==> src/rtl/sram_ctrl_pkg.sv <==
// +-----------------------------------------------------------------------+
// | sram_ctrl_pkg : shared constants and FSM encoding for the SRAM reader |
// | Rev 1.0                                                               |
// +-----------------------------------------------------------------------+
`default_nettype none

package sram_ctrl_pkg;

  localparam int MACRO_WIDTH        = 32;
  localparam int RD_LATENCY_DEFAULT = 2;

  typedef enum logic [0:0] {
    ST_IDLE  = 1'b0,
    ST_BURST = 1'b1
  } burst_state_e;

endpackage

`default_nettype wire

==> src/rtl/sync_fifo_fwft.sv <==
// +-----------------------------------------------------------------------+
// | sync_fifo_fwft : first-word fall-through synchronous FIFO             |
// | Rev 1.0                                                               |
// +-----------------------------------------------------------------------+
`default_nettype none

module sync_fifo_fwft #(
  parameter int WIDTH = 129,
  parameter int DEPTH = 4
) (
  input  logic                       clk,
  input  logic                       rst,
  input  logic                       push,
  input  logic [WIDTH-1:0]           wdata,
  input  logic                       pop,
  output logic [WIDTH-1:0]           rdata,
  output logic                       full,
  output logic                       empty,
  output logic [$clog2(DEPTH+1)-1:0] count
);

  localparam int                 PTR_BIT  = (DEPTH > 1) ? $clog2(DEPTH) : 1;
  localparam int                 CNT_BIT  = $clog2(DEPTH + 1);
  localparam logic [PTR_BIT-1:0] PTR_LAST = PTR_BIT'(DEPTH - 1);

  logic [WIDTH-1:0]   mem_q [DEPTH];
  logic [PTR_BIT-1:0] wptr_q;
  logic [PTR_BIT-1:0] rptr_q;
  logic [CNT_BIT-1:0] count_q;
  logic               do_push;
  logic               do_pop;

  assign full    = (count_q == CNT_BIT'(DEPTH));
  assign empty   = (count_q == '0);
  assign count   = count_q;
  assign rdata   = mem_q[rptr_q];
  assign do_pop  = pop && !empty;
  // A full FIFO may still accept a push when the head leaves in the same cycle
  assign do_push = push && (!full || do_pop);

  always_ff @(posedge clk) begin
    if (rst) begin
      wptr_q  <= '0;
      rptr_q  <= '0;
      count_q <= '0;
    end else begin
      if (do_push) begin
        wptr_q <= (wptr_q == PTR_LAST) ? '0 : wptr_q + PTR_BIT'(1);
      end
      if (do_pop) begin
        rptr_q <= (rptr_q == PTR_LAST) ? '0 : rptr_q + PTR_BIT'(1);
      end
      if (do_push && !do_pop) begin
        count_q <= count_q + CNT_BIT'(1);
      end else if (!do_push && do_pop) begin
        count_q <= count_q - CNT_BIT'(1);
      end
    end
  end

  always_ff @(posedge clk) begin
    if (do_push) begin
      mem_q[wptr_q] <= wdata;
    end
  end

endmodule

`default_nettype wire

==> src/rtl/sram_burst_reader.sv <==
// +-----------------------------------------------------------------------+
// | sram_burst_reader : burst-read / single-write controller for one      |
// | SRAM port, credit-protected return FIFO, valid/ready read stream      |
// | Rev 1.0                                                               |
// +-----------------------------------------------------------------------+
`default_nettype none

module sram_burst_reader
  import sram_ctrl_pkg::*;
#(
  parameter int DATA_BIT   = 128,
  parameter int DEPTH      = 128,
  parameter int ADDR_BIT   = $clog2(DEPTH),
  parameter int RD_LATENCY = RD_LATENCY_DEFAULT,
  parameter int FIFO_DEPTH = 4,
  parameter int LEN_BIT    = ADDR_BIT + 1
) (
  input  logic                clk,
  input  logic                rst,
  input  logic                cmd_valid,
  output logic                cmd_ready,
  input  logic [ADDR_BIT-1:0] cmd_addr,
  input  logic [LEN_BIT-1:0]  cmd_len,
  input  logic                wr_valid,
  output logic                wr_ready,
  input  logic [ADDR_BIT-1:0] wr_addr,
  input  logic [DATA_BIT-1:0] wr_data,
  output logic                rd_valid,
  input  logic                rd_ready,
  output logic [DATA_BIT-1:0] rd_data,
  output logic                rd_last,
  output logic                burst_done,
  output logic [ADDR_BIT-1:0] sram_addr,
  output logic                sram_wen,
  output logic [DATA_BIT-1:0] sram_wdata,
  output logic                sram_ren,
  input  logic [DATA_BIT-1:0] sram_rdata
);

  localparam int                  CNT_BIT   = $clog2(FIFO_DEPTH + 1);
  localparam int                  CRD_BIT   = $clog2(FIFO_DEPTH + RD_LATENCY + 1);
  localparam int                  BANKS     = DATA_BIT / MACRO_WIDTH;
  localparam logic [ADDR_BIT-1:0] ADDR_LAST = ADDR_BIT'(DEPTH - 1);

  burst_state_e        state_q, state_d;
  logic [ADDR_BIT-1:0] addr_q, addr_d;
  logic [LEN_BIT-1:0]  remain_q, remain_d;
  logic [RD_LATENCY-1:0] pipe_vld_q, pipe_vld_d;
  logic [RD_LATENCY-1:0] pipe_last_q, pipe_last_d;
  logic                zero_done_q;

  logic                wr_go;
  logic                rd_go;
  logic                cmd_go;
  logic                pop;
  logic                last_pop;
  logic                credit_ok;
  logic [CRD_BIT-1:0]  inflight;

  logic                fifo_push;
  logic [DATA_BIT:0]   fifo_wdata;
  logic [DATA_BIT:0]   fifo_rdata;
  logic                fifo_full;
  logic                fifo_empty;
  logic [CNT_BIT-1:0]  fifo_count;

  // Slot arbitration: a write always wins, a read needs a free FIFO credit
  assign wr_ready  = !rst;
  assign wr_go     = wr_valid && !rst;
  assign cmd_ready = (state_q == ST_IDLE) && !rst;
  assign cmd_go    = cmd_valid && cmd_ready;

  always_comb begin
    inflight = '0;
    for (int i = 0; i < RD_LATENCY; i++) begin
      inflight = inflight + CRD_BIT'(pipe_vld_q[i]);
    end
  end

  assign credit_ok = (CRD_BIT'(fifo_count) + inflight) < CRD_BIT'(FIFO_DEPTH);
  assign rd_go     = (state_q == ST_BURST) && (remain_q != '0) && !wr_go
                     && credit_ok && !rst;

  assign rd_valid   = !fifo_empty && !rst;
  assign rd_data    = fifo_rdata[DATA_BIT-1:0];
  assign rd_last    = fifo_rdata[DATA_BIT] && rd_valid;
  assign pop        = rd_valid && rd_ready;
  assign last_pop   = pop && rd_last;
  assign burst_done = !rst && (zero_done_q || ((state_q == ST_BURST) && last_pop));

  assign sram_wen  = wr_go;
  assign sram_addr = wr_go ? wr_addr : (rd_go ? addr_q : '0);
  assign sram_ren  = pipe_vld_q[0] && !rst;

  for (genvar b = 0; b < BANKS; b++) begin : g_bank
    assign sram_wdata[b*MACRO_WIDTH +: MACRO_WIDTH] =
      wr_go ? wr_data[b*MACRO_WIDTH +: MACRO_WIDTH] : '0;
  end

  // Shift in at bit 0; the oldest read sits at bit RD_LATENCY-1
  assign pipe_vld_d  = RD_LATENCY'({pipe_vld_q, rd_go});
  assign pipe_last_d = RD_LATENCY'({pipe_last_q, rd_go && (remain_q == LEN_BIT'(1))});

  assign fifo_push  = pipe_vld_q[RD_LATENCY-1];
  assign fifo_wdata = {pipe_last_q[RD_LATENCY-1], sram_rdata};

  always_comb begin
    state_d  = state_q;
    addr_d   = addr_q;
    remain_d = remain_q;
    case (state_q)
      ST_IDLE: begin
        if (cmd_go && (cmd_len != '0)) begin
          state_d  = ST_BURST;
          addr_d   = cmd_addr;
          remain_d = cmd_len;
        end
      end
      ST_BURST: begin
        if (rd_go) begin
          addr_d   = (addr_q == ADDR_LAST) ? '0 : addr_q + ADDR_BIT'(1);
          remain_d = remain_q - LEN_BIT'(1);
        end
        if (last_pop) begin
          state_d = ST_IDLE;
        end
      end
      default: state_d = ST_IDLE;
    endcase
  end

  always_ff @(posedge clk) begin
    if (rst) begin
      state_q     <= ST_IDLE;
      addr_q      <= '0;
      remain_q    <= '0;
      pipe_vld_q  <= '0;
      pipe_last_q <= '0;
      zero_done_q <= 1'b0;
    end else begin
      state_q     <= state_d;
      addr_q      <= addr_d;
      remain_q    <= remain_d;
      pipe_vld_q  <= pipe_vld_d;
      pipe_last_q <= pipe_last_d;
      zero_done_q <= cmd_go && (cmd_len == '0);
    end
  end

  always_ff @(posedge clk) begin
    if (!rst) begin
      assert (!(fifo_push && fifo_full && !pop))
        else $error("sram_burst_reader: return FIFO overflow");
    end
  end

  sync_fifo_fwft #(
    .WIDTH (DATA_BIT + 1),
    .DEPTH (FIFO_DEPTH)
  ) u_ret_fifo (
    .clk   (clk),
    .rst   (rst),
    .push  (fifo_push),
    .wdata (fifo_wdata),
    .pop   (pop),
    .rdata (fifo_rdata),
    .full  (fifo_full),
    .empty (fifo_empty),
    .count (fifo_count)
  );

endmodule

`default_nettype wire
==> config.mk <==
export PLATFORM = sky130hd
export DESIGN_NAME = sram_burst_reader
export DESIGN_NICKNAME = d
export VERILOG_FILES = /design/src/rtl/sram_ctrl_pkg.sv /design/src/rtl/sync_fifo_fwft.sv /design/src/rtl/sram_burst_reader.sv
export SDC_FILE = /design/constraint.sdc
export NUM_CORES = 1
export LEC_CHECK = 0
export ABC_AREA = 1
export BUFFER_PORTS_ARGS = -buffer_cell sky130_fd_sc_hd__buf_2
export CAP_MARGIN = 20
export CORE_AREA = 2 2 217 219
export CTS_BUF_LIST = sky130_fd_sc_hd__clkbuf_2
export CTS_CLUSTER_SIZE = 30
export DETAILED_ROUTE_END_ITERATION = 10
export DIE_AREA = 0 0 219 221
export PLACE_DENSITY = 0.79
export SLEW_MARGIN = 20
export SYNTH_ARGS = -nofsm -noshare
export SYNTH_HDL_FRONTEND = slang
export SYNTH_HIERARCHICAL = 1
export SYNTH_SLANG_ARGS = --single-unit
==> constraint.sdc <==
create_clock -name clk -period 11.5 [get_ports clk]
set_input_delay 2.3 -clock clk [delete_from_list [all_inputs] [get_ports clk]]
set_output_delay 2.3 -clock clk [all_outputs]
set_load 0.02 [all_outputs]
# Word-level counts from Yosys, hierarchy flattened
# Memory sizes are Yosys's and may differ from the RTL's. A register that Yosys moved wholly into a read port is not among the register bits.
# Index checks and enable logic that the tools add are counted.
word_totals:
  ff_bits: 28
  ramBits: 516
  inputBits: 283
  out_inout_bits: 270
  n_memories: 1
mem_list:
  columns: ["name", "words", "width", "read_ports", "rd_clocked_by_memory_dff", "write_ports", "line", "text"]
  rows:
  - ["u_ret_fifo.mem_q", 4, 129, 1, 1, 1, "sync_fifo_fwft.sv:26", "logic [WIDTH-1:0] mem_q [DEPTH];"]
op_classes:
  add_sub_neg: 8
  magnitude_cmp: 1
  n_eq_ne: 7
  mux: 24
  bitwise_logic: 1
  n_reduce_logical: 35
ops:
  columns: ["op", "n"]
  rows:
  - ["32-bit 2-to-1 mux", 4]
  - ["7-bit 2-to-1 mux", 5]
  - ["1-bit logical AND", 21]
  - ["8-bit 2-to-1 mux", 2]
  - ["8-bit one-hot mux with 2 select lines", 1]
  - ["8-bit nonzero test", 2]
  - ["7-bit one-hot mux with 2 select lines", 1]
  - ["8-bit by 1-bit equality test with 1-bit output, second input constant", 1]
  - ["8-bit logical NOT", 1]
  - ["2-bit 2-to-1 mux", 4]
  - ["8-bit by 1-bit subtractor with 8-bit output, second input constant", 1]
  - ["7-bit by 1-bit adder with 7-bit output, second input constant", 1]
  - ["7-bit equality test, second input constant", 1]
  - ["1-bit logical NOT", 6]
  - ["3-bit 2-to-1 mux", 2]
  - ["2-bit by 1-bit adder with 2-bit output, second input constant", 2]
  - ["2-bit equality test, second input constant", 2]
  - ["1-bit 2-to-1 mux", 4]
  - ["2-bit by 1-bit != test with 1-bit output, second input constant", 2]
  - ["3-bit by 1-bit adder with 3-bit output, second input constant", 1]
  - ["3-bit by 2-bit adder with 3-bit output", 1]
  - ["3-bit equality test, second input constant", 1]
  - ["3-bit logical NOT", 1]
  - ["3-bit less-than comparator, second input constant", 1]
  - ["7 further kinds", 8]

# Depth between registers and ports, before layout
# Gate-level depths: netlist (run 1).
logic_depth:
  word_depth: 11
  mapped_depth: 17

# Cells and area by module
# Netlist (run 1), hierarchy kept.
modules_own_cells:
  columns: ["mod", "instances", "cells_per_inst", "area_each_um2"]
  rows:
  - ["sync_fifo_fwft", 1, 1317, 19636.3]
  - ["sram_burst_reader", 1, 527, 2606.2]

# Worst setup path before layout (run 1)
# Ideal clock, no wire load.
synth_path:
  path_type: "input to register"
  start: "input rst"
  end: "memory u_ret_fifo.mem_q[0][0] (enable)"
  arrival_time_ns: 8.547
  setup_slack_ns: 2.335
  path_stages: 6
  n_path_buf: 1
  cell_sequence: "buf_6 > nor3b_1 > inv_1 > nand3_1 > nand2_1 > nor2_1"
synth_via:
  elab_chain_len: 8
synth_rtl:
  columns: ["element", "line", "text"]
  rows:
  - ["start, declared", "sram_burst_reader.sv:19", "input logic rst,"]
  - ["1-bit logical NOT", null, null]
  - ["1-bit logical AND", "sram_burst_reader.sv:84", "assign rd_valid = !fifo_empty && !rst;"]
  - ["1-bit logical AND", "sram_burst_reader.sv:87", "assign pop = rd_valid && rd_ready;"]
  - ["via pop", "sram_burst_reader.sv:55", "logic pop;"]
  - ["1-bit logical AND", "sync_fifo_fwft.sv:37", "assign do_pop = pop && !empty;"]
  - ["1-bit logical OR", "sync_fifo_fwft.sv:39", "assign do_push = push && (!full || do_pop);"]
  - ["1-bit logical AND", "sync_fifo_fwft.sv:39", null]
  - ["1-bit 2-to-1 mux", "sync_fifo_fwft.sv:62", "if (do_push) begin"]
  - ["1-bit 2-to-1 mux (not written as such)", "sync_fifo_fwft.sv:63", "mem_q[wptr_q] <= wdata;"]
  - ["end, declared", "sync_fifo_fwft.sv:26", null]
# The timed path passes the listed nets, and every way through them passes these cells.

==> out/metrics.yaml, run 1 <==
status:
  status: "finished clean"
floorplanning:
  io_pins: 553
  rows: 79
  die_area_mm2: 0.0484
  start_util_pct: 48.3
  die_x_um: 219
  die_h_um: 221
  coreArea_mm2: 0.0461
clock_tree:
  h-tree-depth: 4
  cts.repair.resized: 0
  cts_made_buffers: 136
  clkLatencyLatePin_ns: 1.32
  cts_sinks: 546
  path_clk_slew_ns: 0.10
  cts_hold_buf: 0
  cts-root-buf: "clkbuf_2"
  cts.path.max_buffers: 3
  post_cts_buffers: 0
  cts_tree: "done"
critical_path:
  cp_max_fo: 104
  end_kind: "primary output"
  crit_required_ns: 9.20
  cp-start-kind: "flop"
  worst-setup-path-type: "reg2out"
  arrival_ns: 4.85
global_routing:
  overflow: 0
  antenna_found_initial: 37
  grt_max_degree: 190
  track_usage_pct: 26.3
  top_usage_layer: "met2"
  grt_first_pass_wirelength_um: 93800
  met2_usage_pct: 42.1
  grt_pass1_vias: 16065
  grtUsageMet3_pct: 7.81
  gr-usage-met1_pct: 32.1
drt:
  drt_iter0_drc: 1433
  wire_per_inst_um: 20.6
  viasPerCell: 5.33
  drc: 0
  routed_wl_um: 65300
  first_pass_iters: 6
  vias: 16878
  ant_nets: 0
synth:
  syn_avg_cell_area_um2: 12.1
  synth_nets: 2138
  syn_inst: 1843
  syn_area_mm2: 0.0222
  synth_warnings: 6
sta:
  hold_violations: 0
  timing.final.crit_share_pct: 62.2
  whs_ns: 0.430
  max_freq_mhz: 140
  finClkSkew_ns: 0.106
  setup_tns_ns: 0
  slew_headroom_pct: 25.6
  rsz0062_at_grt: "no"
  final_period_minus_worst_setup_slack_ns: 7.15
  finalMaxSlewViolations: 0
  finalSetupViolCount: 0
  worst_pin_slew_ns: 1.12
pwr:
  power_density_mw_per_mm2: 139
  vdd_drop_max_mv: 0.116
  leakage_nw: 11.1
place:
  place_area_mm2: 0.0253
  io_buffers: 552
  routabilityCongestion: 0.937
  dp_hpwl_um: 43000
hold_path:
  hold_path_class: "reg2reg"
run:
  timing.max_cap.violations: 0
final_layout:
  final_cell_mix: "552 x buf_2, 516 x edfxtp_1, 439 x nor2_1, 186 x clkbuf_2, 177 x o21ai_0"
  fin_area_mm2: 0.0266
  layout_commonest_cell: "buf_2"
  fin_util_pct: 57.6
  syn_to_final_growth_pct: 19.4
  layout.nets: 2737
  drive_above_1_share_pct: 32.0
## metrics by stage
step | std cells | worst slack, ns | power, mW
detailed placement | 2911 | 5.23 | 2.46
global placement | 2909 | 5.41 | 2.45
global route | 3163 | 3.99 | 3.84
CTS | 3140 | 4.27 | 3.72
floorplan | 1843 | 2.33 | 2.34
finish | 3167 | 4.35 | 3.68
## worst max-delay path, cell delays in order, from the launching register on
cell and delay [ns]:
dfxtp_4 0.92, buf_4 0.76, buf_4 0.93, o21ai_0 0.28, o22ai_1 0.33, buf_2 0.24
## state kept, by name, summed over array words and instances, names as in the netlist, named ones only
name               flops
u_ret_fifo/wptr_q      2
zero_done_q            1
pipe_vld_q             2
u_ret_fifo/mem_q     516
u_ret_fifo/rptr_q      2
u_ret_fifo/count       3
remain_q               8
state_q                1
addr_q                 7
pipe_last_q            2
## power by group
group          switching (mW)  internal (mW)  leakage, nW
combinational           0.146         0.0786         5.27
sequential            0.00747           2.18         4.89
clock                   0.757          0.514        0.924
## worst paths after layout
path / start / endpoint / slack, ns / cells past startpoint
max: flop / rd_data[91] / 4.35 / 5
min: pipe_last_q[0] / pipe_last_q[1] / 0.43 / 2
max reg2reg: u_ret_fifo/count[0] / u_ret_fifo/mem_q[0][60] / 7.37 / 10
min reg2reg: pipe_last_q[0] / pipe_last_q[1] / 0.43 / 2
## metal layers
metal	up-vias	part of all wire, %	wire length, um
met4	12	4.4	2870
met5	-	0.11	73
met2	904	49	31700
met3	149	8.6	5630
met1	8074	38	25000
li1	7739	-	-
## layout make-up
type	count	area [um2]
Fill cell	3832	19500
Sequential cell	546	16100
Multi-Input combinational cell	1018	4810
Timing Repair Buffer	567	2920
Clock buffer	186	931
Tap cell	607	759
Inverter	173	674
Clock inverter	43	289
Antenna cell	27	67.6
No activity file was read; power rests on OpenSTA's default activity.
==> run 2: changes to the inputs <==
Clock period 11.5 ns to 7.4 ns, I/O delays scaled along.
==> out/metrics.yaml, run 2 (synthesis results as in run 1) <==
status:
  status: "finished clean"
floorplanning:
  start_util_pct: 48.3
  rows: 79
  io_pins: 553
  coreArea_mm2: 0.0461
  die_area_mm2: 0.0484
  die_x_um: 219
  die_h_um: 221
hold_path:
  worstHoldStart: "sram_rdata[105]"
  whs_path_depth: 1
  hold_end: "u_ret_fifo/mem_q[1][105]"
  hold_path_class: "in2reg"
clock_tree:
  cts_tree: "done"
  clkLatencyLatePin_ns: 1.34
  post_cts_buffers: 0
  cts-root-buf: "clkbuf_2"
  cts.repair.resized: 0
  h-tree-depth: 4
  cts_hold_buf: 0
  cts.path.max_buffers: 3
  path_clk_slew_ns: 0.11
  cts_sinks: 546
  cts_made_buffers: 134
final_layout:
  drive_above_1_share_pct: 32.0
  regMostFlops: "u_ret_fifo/mem_q"
  layout.nets: 2738
  syn_to_final_growth_pct: 19.9
  largest_reg_flops: 516
  final_cell_mix: "552 x buf_2, 516 x edfxtp_1, 439 x nor2_1, 190 x clkbuf_2, 177 x o21ai_0"
  reg.largest.list: "u_ret_fifo/mem_q: 516 flops, remain_q: 8 flops, addr_q: 7 flops"
  stdcell_count: 3174
  layout_commonest_cell: "buf_2"
  fillCellCount: 3797
pwr:
  power_density_mw_per_mm2: 220
  leakage_nw: 11.1
  total_power_mw: 5.86
  vdd_drop_max_mv: 0.208
drt:
  drt_iter0_drc: 1528
  first_pass_iters: 5
  drt-met1-wl_um: 25000
  dr_wl_met3_um: 5720
  wire_per_inst_um: 20.7
  met2WireLength_um: 31700
  drc: 0
  ant_nets: 0
  vias: 16865
  top_layer_used: "met5"
  routed_wl_um: 65700
  viasPerCell: 5.31
place:
  dp_cells: 2913
  routabilityCongestion: 0.923
  dp_hpwl_um: 43300
  io_buffers: 552
critical_path:
  arrival_ns: 4.22
  r2r_cells: 10
  timing.rr.start: "u_ret_fifo/count[1]"
  cp-start-kind: "flop"
  r2r-end: "u_ret_fifo/mem_q[3][103]"
  r2r_setup_slack_ns: 3.89
  end_kind: "primary output"
  crit_required_ns: 5.92
  worst-setup-path-type: "reg2out"
  cp_max_fo: 70
global_routing:
  grt_pass1_vias: 16291
  overflow: 0
  grt_first_pass_wirelength_um: 94400
  grt_max_degree: 154
  track_usage_pct: 26.6
  antenna_found_initial: 37
sta:
  finalMaxSlewViolations: 0
  whs_ns: 0.355
  rsz0062_at_grt: "no"
  hold_violations: 0
  final_period_minus_worst_setup_slack_ns: 5.70
  timing.final.crit_share_pct: 77.0
  finalSetupViolCount: 0
  max_freq_mhz: 175
  worst_pin_slew_ns: 1.13
  finClkSkew_ns: 0.0753
  slew_headroom_pct: 24.7
run:
  timing.max_cap.violations: 0
==> run 2: cell types whose count changed in the layout (fill, tap and decap cells not counted), moves of 2 or more <==
| cell | change |
|---|---|
| clkinv_1 | +5 |
| clkbuf_2 | +4 |
| clkinv_2 | -4 |
| buf_4 | +3 |
| bufinv_16 | +3 |
| diode_2 | -3 |
| clkinv_4 | +2 |
| inv_2 | -2 |
| inv_6 | -2 |
==> run 2: worst max path at each step <==
stage | end
finish | rd_data[88]
global route | rd_data[88]
CTS | rd_data[88]
detailed placement | sram_wdata[44]
global placement | sram_wdata[83]
floorplan | u_ret_fifo/mem_q[0][0]
==> run 2: routing by layer <==
layer | global-route usage, % | vias up
met1 | 31.6 | 7996
met2 | 42.7 | 914
met3 | 8.40 | 186
met5 | 0 | -
met4 | 15.2 | 10
li1 | - | 7759
==> run 2: through the flow <==
step	cell area, um2	util, %	setup TNS [ns]	worst slack [ns]
floorplan	22200	-	-487.86	-0.945
global placement	25300	54.8	0	2.92
detailed placement	25300	54.8	0	2.78
CTS	26600	57.7	0	1.58
global route	26700	57.9	0	1.43
finish	26700	57.9	0	1.70
==> run 2: critical path, stage by stage (launching register included) <==
cell and delay (ns):
dfxtp_4 0.59, inv_4 0.72, buf_4 0.70, o21ai_1 0.16, o22ai_1 0.40, buf_2 0.26
==> run 2: power breakdown <==
| group | internal, mW | switching (mW) |
|---|---|---|
| Combinational | 0.123 | 0.227 |
| Sequential | 3.39 | 0.0113 |
| Clock | 0.915 | 1.19 |
==> run 2: area by class of cell <==
| type | count | area [um2] | share of cell area (%) |
|---|---|---|---|
| tap | 607 | 759 | 2.85 |
| antenna | 24 | 60.1 | 0.225 |
| timing repair buffer | 570 | 2940 | 11.0 |
| clock inverter | 46 | 378 | 1.42 |
| multi-input combinational | 1018 | 4810 | 18.0 |
| sequential | 546 | 16100 | 60.4 |
| clock buffer | 190 | 951 | 3.57 |
| inverter | 173 | 669 | 2.51 |
